$ cat src/rtl/tl_rx_tlp_deframer.sv
`default_nettype none
// ============================================================================
// Module   : tl_rx_tlp_deframer
// Purpose  : Receive-side TLP deframer. Takes DW-serial TLP beats from the
//            DLL, collects and decodes the 3/4-DW header, classifies the TLP
//            as Posted / Non-Posted / Completion, presents the header and then
//            the payload to the RX router (valid/ready), returns consumed flow
//            control credits to the DLL and drops malformed TLPs.
// Ports    : clk, arst             - clock, synchronous active-high reset
//            dll_tlp_*             - beat stream from the DLL (valid/ready,
//                                    sop/eop framing, one DW per beat)
//            hdr_valid/ready, hdr, hdr_type
//                                  - decoded header to the router
//            data_valid/ready, data, data_last, data_abort
//                                  - payload DWs to the router
//            fc_rel_*              - one-cycle credit release pulse
//            rx_malformed          - one-cycle pulse per malformed TLP
//            rx_ecrc               - trailing digest DW (TLP_DIGEST_EN only)
// Config   : TLP_DIGEST_EN - when defined, TLPs with TD=1 carry one trailing
//            digest DW that is consumed and latched on rx_ecrc; when
//            undefined, TD=1 marks the TLP malformed.
// Revision : 1.0 - initial release
// ============================================================================
module tl_rx_tlp_deframer #(
    parameter int DW             = 32,
    parameter int MAX_PAYLOAD_DW = 256,
    parameter int FC_HDR_WIDTH   = 8,
    parameter int FC_DATA_WIDTH  = 12
) (
    input  logic                     clk,
    input  logic                     arst,
    input  logic                     dll_tlp_valid,
    output logic                     dll_tlp_ready,
    input  logic                     dll_tlp_sop,
    input  logic                     dll_tlp_eop,
    input  logic [DW-1:0]            dll_tlp_data,
    output logic                     hdr_valid,
    input  logic                     hdr_ready,
    output logic [4*DW-1:0]          hdr,
    output logic [1:0]               hdr_type,
    output logic                     data_valid,
    input  logic                     data_ready,
    output logic [DW-1:0]            data,
    output logic                     data_last,
    output logic                     data_abort,
    output logic                     fc_rel_valid,
    output logic [1:0]               fc_rel_type,
    output logic [FC_HDR_WIDTH-1:0]  fc_rel_hdr,
    output logic [FC_DATA_WIDTH-1:0] fc_rel_data,
`ifdef TLP_DIGEST_EN
    output logic [DW-1:0]            rx_ecrc,
`endif
    output logic                     rx_malformed
);

    // Flow-control class encoding
    localparam logic [1:0] c_fc_p   = 2'd0;
    localparam logic [1:0] c_fc_np  = 2'd1;
    localparam logic [1:0] c_fc_cpl = 2'd2;

    // State encoding
    localparam logic [2:0] c_st_idle   = 3'd0;
    localparam logic [2:0] c_st_hdr    = 3'd1;
    localparam logic [2:0] c_st_hout   = 3'd2;
    localparam logic [2:0] c_st_data   = 3'd3;
    localparam logic [2:0] c_st_drop   = 3'd4;
    localparam logic [2:0] c_st_digest = 3'd5;

    // ------------------------------------------------------------------
    // Registers
    // ------------------------------------------------------------------
    logic [2:0]               r_state;
    logic [1:0]               r_hdr_idx;      // index of next header DW
    logic [4*DW-1:0]          r_hdr;
    logic                     r_hdr_valid;
    logic [1:0]               r_hdr_type;
    logic [1:0]               r_fc_type;
    logic [10:0]              r_len_dw;
    logic                     r_has_data;
    logic                     r_digest;
    logic [10:0]              r_cnt;          // payload DWs still expected
    logic                     r_rel_pending;  // credits owed once DROP ends
    logic                     r_malformed;
    logic                     r_fc_rel_valid;
    logic [1:0]               r_fc_rel_type;
    logic [FC_HDR_WIDTH-1:0]  r_fc_rel_hdr;
    logic [FC_DATA_WIDTH-1:0] r_fc_rel_data;

    // ------------------------------------------------------------------
    // Header decode (DW0 is always held in r_hdr[31:0] once captured)
    // ------------------------------------------------------------------
    logic [2:0]  w_fmt;
    logic [4:0]  w_type;
    logic [10:0] w_len_dw;
    logic        w_has_data;
    logic        w_td;
    logic        w_digest;
    logic        w_td_bad;
    logic        w_type_ok;
    logic [1:0]  w_fc_type;
    logic        w_too_long;
    logic        w_last_hdr;
    logic        w_eop_exp;
    logic        w_hdr_err;

    assign w_fmt      = r_hdr[31:29];
    assign w_type     = r_hdr[28:24];
    assign w_len_dw   = (r_hdr[9:0] == 10'd0) ? 11'd1024 : {1'b0, r_hdr[9:0]};
    assign w_has_data = w_fmt[1];
    assign w_td       = r_hdr[15];

`ifdef TLP_DIGEST_EN
    assign w_digest = w_td;
    assign w_td_bad = 1'b0;
`else
    assign w_digest = 1'b0;
    assign w_td_bad = w_td;
`endif

    always_comb begin
        w_type_ok = 1'b1;
        w_fc_type = c_fc_p;
        casez (w_type)
            5'b0000?: w_fc_type = w_has_data ? c_fc_p : c_fc_np; // MWr / MRd, MRdLk
            5'b00010: w_fc_type = c_fc_np;                       // IO
            5'b0010?: w_fc_type = c_fc_np;                       // Cfg0/1
            5'b10???: w_fc_type = c_fc_p;                        // Msg
            5'b01010: w_fc_type = c_fc_cpl;                      // Cpl / CplD
            default:  w_type_ok = 1'b0;
        endcase
    end

    // Length is a payload size only for data-carrying TLPs; for reads it is
    // the request size and is not bounded by the receive payload limit.
    assign w_too_long = w_has_data && (w_len_dw > 11'(MAX_PAYLOAD_DW));
    assign w_last_hdr = (r_hdr_idx == (w_fmt[0] ? 2'd3 : 2'd2));
    // The last header DW ends the TLP only when nothing follows it.
    assign w_eop_exp  = !w_has_data && !w_digest;
    assign w_hdr_err  = !w_type_ok || w_too_long || w_td_bad ||
                        (dll_tlp_eop != (w_last_hdr && w_eop_exp));

    // ------------------------------------------------------------------
    // Handshake and payload pass-through
    // ------------------------------------------------------------------
    logic w_ready;
    logic w_in_data;
    logic w_beat;
    logic w_cnt_one;

    always_comb begin
        w_ready = 1'b0;
        case (r_state)
            c_st_idle, c_st_hdr, c_st_drop, c_st_digest: w_ready = 1'b1;
            c_st_data: w_ready = data_ready;
            default:   w_ready = 1'b0;
        endcase
        if (arst) begin
            w_ready = 1'b0;
        end
    end

    assign w_in_data     = (r_state == c_st_data) && !arst;
    assign w_beat        = dll_tlp_valid && w_ready;
    assign w_cnt_one     = (r_cnt == 11'd1);

    assign dll_tlp_ready = w_ready;
    assign data_valid    = w_in_data && dll_tlp_valid;
    assign data          = w_in_data ? dll_tlp_data : '0;
    assign data_last     = data_valid && (w_cnt_one || dll_tlp_eop);
    // With a digest pending, eop on the final payload DW means the digest is
    // missing, so that payload is also flagged as truncated.
    assign data_abort    = data_valid && dll_tlp_eop && (!w_cnt_one || r_digest);

    // ------------------------------------------------------------------
    // Credit release: fires once per presented TLP, on its final beat
    // (or on header acceptance when the header was the whole TLP).
    // ------------------------------------------------------------------
    logic                     w_release;
    logic [11:0]              w_len_p3;
    logic [11:0]              w_credits;

    assign w_release = (w_beat && dll_tlp_eop &&
                        ((r_state == c_st_data) || (r_state == c_st_digest) ||
                         ((r_state == c_st_drop) && r_rel_pending))) ||
                       ((r_state == c_st_hout) && hdr_ready && !r_has_data && !r_digest);
    assign w_len_p3  = {1'b0, r_len_dw} + 12'd3;
    assign w_credits = r_has_data ? (w_len_p3 >> 2) : 12'd0;

    always_ff @(posedge clk) begin
        if (arst) begin
            r_fc_rel_valid <= 1'b0;
            r_fc_rel_type  <= '0;
            r_fc_rel_hdr   <= '0;
            r_fc_rel_data  <= '0;
        end else begin
            r_fc_rel_valid <= w_release;
            r_fc_rel_type  <= w_release ? r_fc_type : 2'd0;
            r_fc_rel_hdr   <= w_release ? FC_HDR_WIDTH'(1) : '0;
            r_fc_rel_data  <= w_release ? FC_DATA_WIDTH'(w_credits) : '0;
        end
    end

    // ------------------------------------------------------------------
    // Main FSM
    // ------------------------------------------------------------------
    always_ff @(posedge clk) begin
        if (arst) begin
            r_state       <= c_st_idle;
            r_hdr_idx     <= 2'd0;
            r_hdr         <= '0;
            r_hdr_valid   <= 1'b0;
            r_hdr_type    <= 2'd0;
            r_fc_type     <= 2'd0;
            r_len_dw      <= 11'd0;
            r_has_data    <= 1'b0;
            r_digest      <= 1'b0;
            r_cnt         <= 11'd0;
            r_rel_pending <= 1'b0;
            r_malformed   <= 1'b0;
        end else begin
            r_malformed <= 1'b0;
            case (r_state)
                c_st_idle: begin
                    if (w_beat && dll_tlp_sop) begin
                        r_hdr     <= {{(3*DW){1'b0}}, dll_tlp_data};
                        r_hdr_idx <= 2'd1;
                        if (dll_tlp_eop) begin
                            r_malformed <= 1'b1;   // single-DW TLP
                        end else begin
                            r_state <= c_st_hdr;
                        end
                    end
                end

                c_st_hdr: begin
                    if (w_beat) begin
                        r_hdr[DW*r_hdr_idx +: DW] <= dll_tlp_data;
                        if (w_hdr_err) begin
                            r_malformed <= 1'b1;
                            r_state     <= dll_tlp_eop ? c_st_idle : c_st_drop;
                        end else if (w_last_hdr) begin
                            r_state     <= c_st_hout;
                            r_hdr_valid <= 1'b1;
                            r_hdr_type  <= w_fc_type;
                            r_fc_type   <= w_fc_type;
                            r_len_dw    <= w_len_dw;
                            r_has_data  <= w_has_data;
                            r_digest    <= w_digest;
                        end else begin
                            r_hdr_idx <= r_hdr_idx + 2'd1;
                        end
                    end
                end

                c_st_hout: begin
                    if (hdr_ready) begin
                        r_hdr_valid <= 1'b0;
                        r_cnt       <= r_len_dw;
                        if (r_has_data) begin
                            r_state <= c_st_data;
                        end else if (r_digest) begin
                            r_state <= c_st_digest;
                        end else begin
                            r_state <= c_st_idle;
                        end
                    end
                end

                c_st_data: begin
                    if (w_beat) begin
                        if (dll_tlp_eop) begin
                            r_state <= c_st_idle;
                            if (!w_cnt_one || r_digest) begin
                                r_malformed <= 1'b1;
                            end
                        end else if (w_cnt_one) begin
                            if (r_digest) begin
                                r_state <= c_st_digest;
                            end else begin
                                // Payload longer than Length: drop the rest,
                                // credits go out when the TLP finally ends.
                                r_malformed   <= 1'b1;
                                r_rel_pending <= 1'b1;
                                r_state       <= c_st_drop;
                            end
                        end else begin
                            r_cnt <= r_cnt - 11'd1;
                        end
                    end
                end

`ifdef TLP_DIGEST_EN
                c_st_digest: begin
                    if (w_beat) begin
                        if (dll_tlp_eop) begin
                            r_state <= c_st_idle;
                        end else begin
                            r_malformed   <= 1'b1;
                            r_rel_pending <= 1'b1;
                            r_state       <= c_st_drop;
                        end
                    end
                end
`endif

                c_st_drop: begin
                    if (w_beat && dll_tlp_eop) begin
                        r_state       <= c_st_idle;
                        r_rel_pending <= 1'b0;
                    end
                end

                default: r_state <= c_st_idle;
            endcase
        end
    end

`ifdef TLP_DIGEST_EN
    logic [DW-1:0] r_ecrc;

    always_ff @(posedge clk) begin
        if (arst) begin
            r_ecrc <= '0;
        end else if (w_beat && (r_state == c_st_digest)) begin
            r_ecrc <= dll_tlp_data;
        end
    end

    assign rx_ecrc = r_ecrc;
`endif

    assign hdr_valid    = r_hdr_valid;
    assign hdr          = r_hdr;
    assign hdr_type     = r_hdr_type;
    assign fc_rel_valid = r_fc_rel_valid;
    assign fc_rel_type  = r_fc_rel_type;
    assign fc_rel_hdr   = r_fc_rel_hdr;
    assign fc_rel_data  = r_fc_rel_data;
    assign rx_malformed = r_malformed;

endmodule
`default_nettype wire

$ cat config.mk
export PLATFORM = sky130hd
export DESIGN_NAME = tl_rx_tlp_deframer
export DESIGN_NICKNAME = d
export VERILOG_FILES = /design/src/rtl/tl_rx_tlp_deframer.sv
export SDC_FILE = /design/constraint.sdc
export NUM_CORES = 1
export LEC_CHECK = 0
export ABC_AREA = 1
export BUFFER_PORTS_ARGS = -buffer_cell sky130_fd_sc_hd__buf_2
export CELL_PAD_IN_SITES_DETAIL_PLACEMENT = 1
export CELL_PAD_IN_SITES_GLOBAL_PLACEMENT = 2
export CORE_MARGIN = 3
export CORE_UTILIZATION = 28
export CTS_CLUSTER_DIAMETER = 120
export DETAILED_ROUTE_END_ITERATION = 12
export PLACE_DENSITY_LB_ADDON = 0.1
export SLEW_MARGIN = 20
export SYNTH_ARGS = -nofsm -noshare
export SYNTH_HDL_FRONTEND = slang
export SYNTH_SLANG_ARGS = --single-unit
$ cat constraint.sdc
create_clock -name clk -period 2.8 [get_ports clk]
set_input_delay 0.84 -clock clk [delete_from_list [all_inputs] [get_ports clk]]
set_output_delay 0.84 -clock clk [all_outputs]
set_load 0.02 [all_outputs]
==> flow_metrics.tcl, run 1 <==
set metrics [dict create \
    outcome "finished clean" \
    grt_pass1_vias 8899 \
    synth_top_family_by_area "simple AND/OR/NAND/NOR gates" \
    min_period_ns 2.72 \
    synth_common_cells "nor2_1 (211), nand2_1 (188), dfxtp_1 (174), a21oi_1 (145), inv_1 (91)" \
    async_flop_share_pct 0 \
    routed_wl_um 36500 \
    overflow 0 \
    grt_pass1_wl_um 55100 \
    period_share_pct 97.1 \
    p_leak_uw 0.00478 \
    die-area_um2 31500 \
    start_util_pct 28.6 \
    drv_cap 0 \
    die_w_um 178 \
    max_slew_margin_pct 51.9 \
    yosysMostFrequentCell "nor2_1" \
    core.rowCount 62 \
    cts_hold_buffers 0 \
    crit_arrival_ns 1.88 \
    setup_viol 0 \
    finalHoldViolations 0 \
    place_ws_ns 0.0380 \
    rsz0062_at_grt "true" \
    cts_tree "done" \
    via_per_inst 4.89 \
    clkTransAtPathRegs_ns 0.08 \
    worst_setup_path_start_kind "register" \
    drc 0 \
    routedWlPerCell_um 20.1 \
    antenna_found_initial 1 \
    tightest_slew_ns 0.721 \
    grt_max_degree 61 \
    area_delta_synth_final_pct 27.3 \
    num_antenna_cells 0 \
    stdcell_count 1813 \
    drive_above_1_share_pct 23.7 \
    end_kind "output pin" \
    cts_buffers 17 \
    synth_cells 1203 \
    h-tree-depth 4 \
    dpl.hpwl_um 26800 \
    p_per_area_nw_per_um2 788 \
    cts_sinks 174 \
    synth_flop_cell "dfxtp_1" \
    nets 1462 \
    max_freq_mhz 368 \
    drv_slew 0 \
    finClkSkew_ns 0.0177 \
    syn_area_per_cell_um2 6.86 \
    final_area_um2 10500 \
    die_h_um 178 \
    synth_top_area_share_pct 42.2 \
    ys_seq_area_share_pct 42.2 \
    final_antenna_net_count 0 \
    cts-root-buf "clkbuf_16" \
    synthMuxAreaShare_pct 0.121 \
    yosys.area_share.adder_pct 1.06 \
    ios 230 \
    placed_area_um2 9840 \
    ys_seq_elements 174 \
    synth_edf_count 0 \
    core_um2 28900 \
    yosys-top-cells-area "dfxtp_1 (42%), nor2_1 (9.6%), a21oi_1 (8.8%)" \
    drt_iter0_drc 560 \
    place_congestion 0.877 \
    dpl.cell_count 1778 \
    dr.pass1.iters 4 \
    portBuffers 220 \
    ir_drop_mv 0.349 \
    yosysTopAreaCell "dfxtp_1" \
    num_vias 8865 \
    total_power_uw 8270 \
    ys_types 38 \
    path_max_fanout 3 \
    grt_usage_pct 23.0 \
    worstSetupPathType "register to output pin" \
    min_path_type "register to register" \
    worstSkewPairLatency_ns 0.44 \
    synth-simple-area-share_pct 32.2 \
    clk_path_buf_depth 2 \
    synth.cell_area_um2 8250 \
    synth_xor_area_share_pct 0.531 \
    required_ns 1.96 \
    yosys_warnings 0 \
    worst_slack_ns 0.0825 \
    synth-compound-area-share_pct 13.7 \
]
[stage by stage]
stage	utilization, %	TNS (ns)	hold WS [ns]
floorplan	-	0	0.430
global placement	34.1	0	0.436
detailed placement	34.1	0	0.439
CTS	36.4	0	0.450
global route	36.4	-0.0417	0.480
finish	36.4	0	0.444
[state kept, by name (all words and copies together), names as in the netlist]
name	flops
r_len_dw	11
r_has_data	1
rx_malformed	1
fc_rel_valid	1
fc_rel_data	10
fc_rel_type	2
r_cnt	11
hdr_valid	1
r_hdr_idx	2
r_rel_pending	1
hdr	128
r_state	3
r_fc_type	2
[cell families after synthesis]
kind of cell / Yosys count
other: 1
multiplexers: 1
flip-flops: 174
AND/OR/NAND/NOR: 604
AO/OA/AOI/OAI: 222
buffers and inverters: 189
adder cells (fa/ha/maj): 7
XOR/XNOR: 5
[final timing paths]
| check | endpoint | slack, ns | cells past startpoint | startpoint |
|---|---|---|---|---|
| hold / removal | hdr_valid | 0.44 | 2 | hdr_valid |
| setup reg to reg | hdr[35] | 0.39 | 11 | r_state[2] |
| setup / recovery | data_last | 0.08 | 7 | r_cnt[8] |
| hold reg to reg | hdr_valid | 0.44 | 2 | hdr_valid |
[layer usage]
layer,vias to the layer above,share of wire (%),track usage (%)
met2,208,47,38.3
met1,4249,45,29.2
met3,51,4.7,4.92
met5,-,0.036,0
met4,2,3.5,8.90
li1,4355,-,-
[cell type report]
| cell class | instances | area [µm²] |
|---|---|---|
| clock buffer | 19 | 433 |
| inverter | 94 | 353 |
| tap | 384 | 480 |
| sequential | 174 | 3480 |
| clock inverter | 13 | 178 |
| multi-input combinational | 848 | 4000 |
| timing repair buffer | 281 | 1580 |
| fill | 3732 | 18400 |
[critical path, stage by stage, from the launching register on]
cell,delay (ns)
dfxtp_1,0.34
inv_2,0.07
nand2_2,0.08
nor2_4,0.13
nand4_1,0.22
ha_2,0.28
nor3_2,0.15
buf_4,0.16
[timing repair]
action,in CTS,in global routing
pin swaps,3,2
endpoints found under the hold margin,0,0
buffers inserted,3,0
endpoints found under the setup margin,1,33
gates resized for setup,7,4
[layout by cell type (no fill, tap or decap), types with 17 or more instances in the layout]
cell type and count:
a21oi_1 145, buf_2 218, buf_4 62, clkbuf_16 17, dfxtp_1 174, inv_1 88
nand2_1 186, nand3_1 86, nand4_1 41, nor2_1 208, nor3_1 43, o21ai_0 65
[report_power, final]
part / leakage, µW / switching (µW) / internal, µW
clock: 0.000291 / 1130 / 1430
sequential: 0.00141 / 175 / 2700
combinational: 0.00308 / 2020 / 815
total: 0.00478 / 3330 / 4940
Note: power is estimated with default switching activity, not from simulation.
==> run 2, diff against run 1 <==
--- a/config.mk
+++ b/config.mk
@@ -14,6 +14,7 @@
 export CTS_CLUSTER_DIAMETER = 120
 export DETAILED_ROUTE_END_ITERATION = 12
 export PLACE_DENSITY_LB_ADDON = 0.1
+export SETUP_SLACK_MARGIN = 0.15
 export SLEW_MARGIN = 20
 export SYNTH_ARGS = -nofsm -noshare
 export SYNTH_HDL_FRONTEND = slang
==> run 2 against run 1 <==
Setup slack better by 0.12 ns. Power is 1.4% lower. Die area unchanged. Via count grew 0.23%. Clock skew fell by 0.0048 ns. Cell area rose by 0.64%. Critical endpoint is now data[15]. Largest power group unchanged.
==> flow_metrics.tcl, run 2 (synthesized netlist as in run 1, its figures left out) <==
set metrics [dict create \
    die-area_um2 31500 \
    path_max_fanout 32 \
    overflow 0 \
    cts_tree "done" \
    p_sw_share_pct 41.8 \
    die_h_um 178 \
    drv_cap 0 \
    min_path_type "register to register" \
    final_antenna_net_count 0 \
    dpl.hpwl_um 27200 \
    num_antenna_cells 0 \
    core.rowCount 62 \
    worst_slack_ns 0.204 \
    final_cell_mix "buf_2 (217), nor2_1 (204), nand2_1 (184)" \
    worstSkewPairLatency_ns 0.44 \
    drt_iter0_drc 637 \
    setup_viol 0 \
    num_vias 8885 \
    min_path_cells 2 \
    h-tree-depth 4 \
    grt_max_degree 66 \
    period_share_pct 92.7 \
    grt_pass1_wl_um 54600 \
    required_ns 1.96 \
    p_leak_uw 0.00481 \
    dr.pass1.iters 7 \
    p_comb_share_pct 35.4 \
    seq_power_share_pct 35.5 \
    outcome "finished clean" \
    nFillCells 3715 \
    rsz0062_at_grt "false" \
    routedWlPerCell_um 20.1 \
    ios 230 \
    area_delta_synth_final_pct 28.2 \
    p_per_area_nw_per_um2 772 \
    cts_buffers 17 \
    rr_startpoint "r_hdr_idx[1]" \
    end_kind "output pin" \
    clk_path_buf_depth 2 \
    setup.worst_path.start "arst" \
    cts-root-buf "clkbuf_16" \
    clkTransAtPathRegs_ns 0.07 \
    nets 1469 \
    portBuffers 220 \
    layout_commonest_cell "buf_2" \
    finClkSkew_ns 0.0129 \
    finalSetupTns_ns 0 \
    die_w_um 178 \
    power.switching_uw 3410 \
    drive_above_1_share_pct 25.3 \
    core_um2 28900 \
    finalHoldViolations 0 \
    drv_slew 0 \
    crit_arrival_ns 1.76 \
    largest_register_ffs 128 \
    max_slew_margin_pct 49.7 \
    worst_setup_path_start_kind "input pin" \
    clkPwrFrac_pct 29.1 \
    place_ws_ns 0.119 \
    start_util_pct 28.6 \
    place_congestion 0.821 \
    max_freq_mhz 385 \
    grt_usage_pct 23.0 \
    cts_sinks 174 \
    routed_wl_um 36500 \
    drc 0 \
    tightest_slew_ns 0.754 \
    grt_pass1_vias 8714 \
    cell_internal_pwr_uw 4750 \
    via_per_inst 4.88 \
    min_from "hdr_valid" \
    min_period_ns 2.60 \
    worst-r2r-cell-count 9 \
    worstSetupPathType "input pin to output pin" \
    ir_drop_mv 0.430 \
    antenna_found_initial 0 \
    fin_util_pct 36.6 \
]
-- run 2: cell count changes in the layout (fill, tap and decap cells not counted), sizes merged --
| cell | before | now |
|---|---|---|
| buf | 281 | 288 |
| clkinv | 5 | 8 |
| inv | 97 | 99 |
| bufinv | 3 | 0 |
| clkbuf | 19 | 17 |
-- run 2: worst max-delay path, cell delays in order --
cell and delay [ns]:
buf_4 0.14, inv_1 0.12, nand2_2 0.14, buf_12 0.20, nor2_1 0.12, buf_2 0.18
-- run 2: what timing repair did --
item | in CTS | in global routing
setup endpoints to repair | 34 | 24
pin swaps | 4 | 4
gates resized for setup | 23 | 7
hold buffers | 0 | 0
setup buffers | 6 | 1
-- run 2: final cells by class --
cell class	instances	area, µm²	area share (%)
clock buffers	17	425	4.03
clock inverters	15	150	1.42
inverters	94	353	3.34
multi-input cells	848	4030	38.1
flip-flops and latches	174	3500	33.1
well taps	384	480	4.55
repair buffers	288	1640	15.5
-- run 2: metal layers --
layer  GRT usage (%)  part of all wire, %
met5               0                    0
met1            30.2                   45
met4            8.18                  3.1
met2            38.0                   47
met3            3.72                  4.3
-- run 2: metrics by stage --
stage | hold slack, ns | instances | total power (µW) | cell area [µm²]
after floorplan | 0.430 | 1211 | 4790 | 8290
after CTS | 0.455 | 1819 | 8230 | 10500
after detailed placement | 0.444 | 1781 | 5760 | 9870
after global placement | 0.438 | 1781 | 5740 | 9870
after global routing | 0.478 | 1820 | 8680 | 10600
final | 0.448 | 1820 | 8160 | 10600
-- run 2: power groups by stage --
stage | Combinational, µW | Sequential [µW] | Clock (µW)
after detailed placement | 2820 | 2940 | 0
after floorplan | 1690 | 3100 | 0
after CTS | 2880 | 2890 | 2460
after global placement | 2800 | 2940 | 0
after global routing | 3210 | 2930 | 2540
final | 2890 | 2890 | 2370
-- run 2: worst paths after layout --
path                    end  slack, ns
hold reg to reg   hdr_valid       0.45
setup / recovery   data[15]       0.20
hold / removal    hdr_valid       0.45
setup reg to reg   hdr[127]       0.43
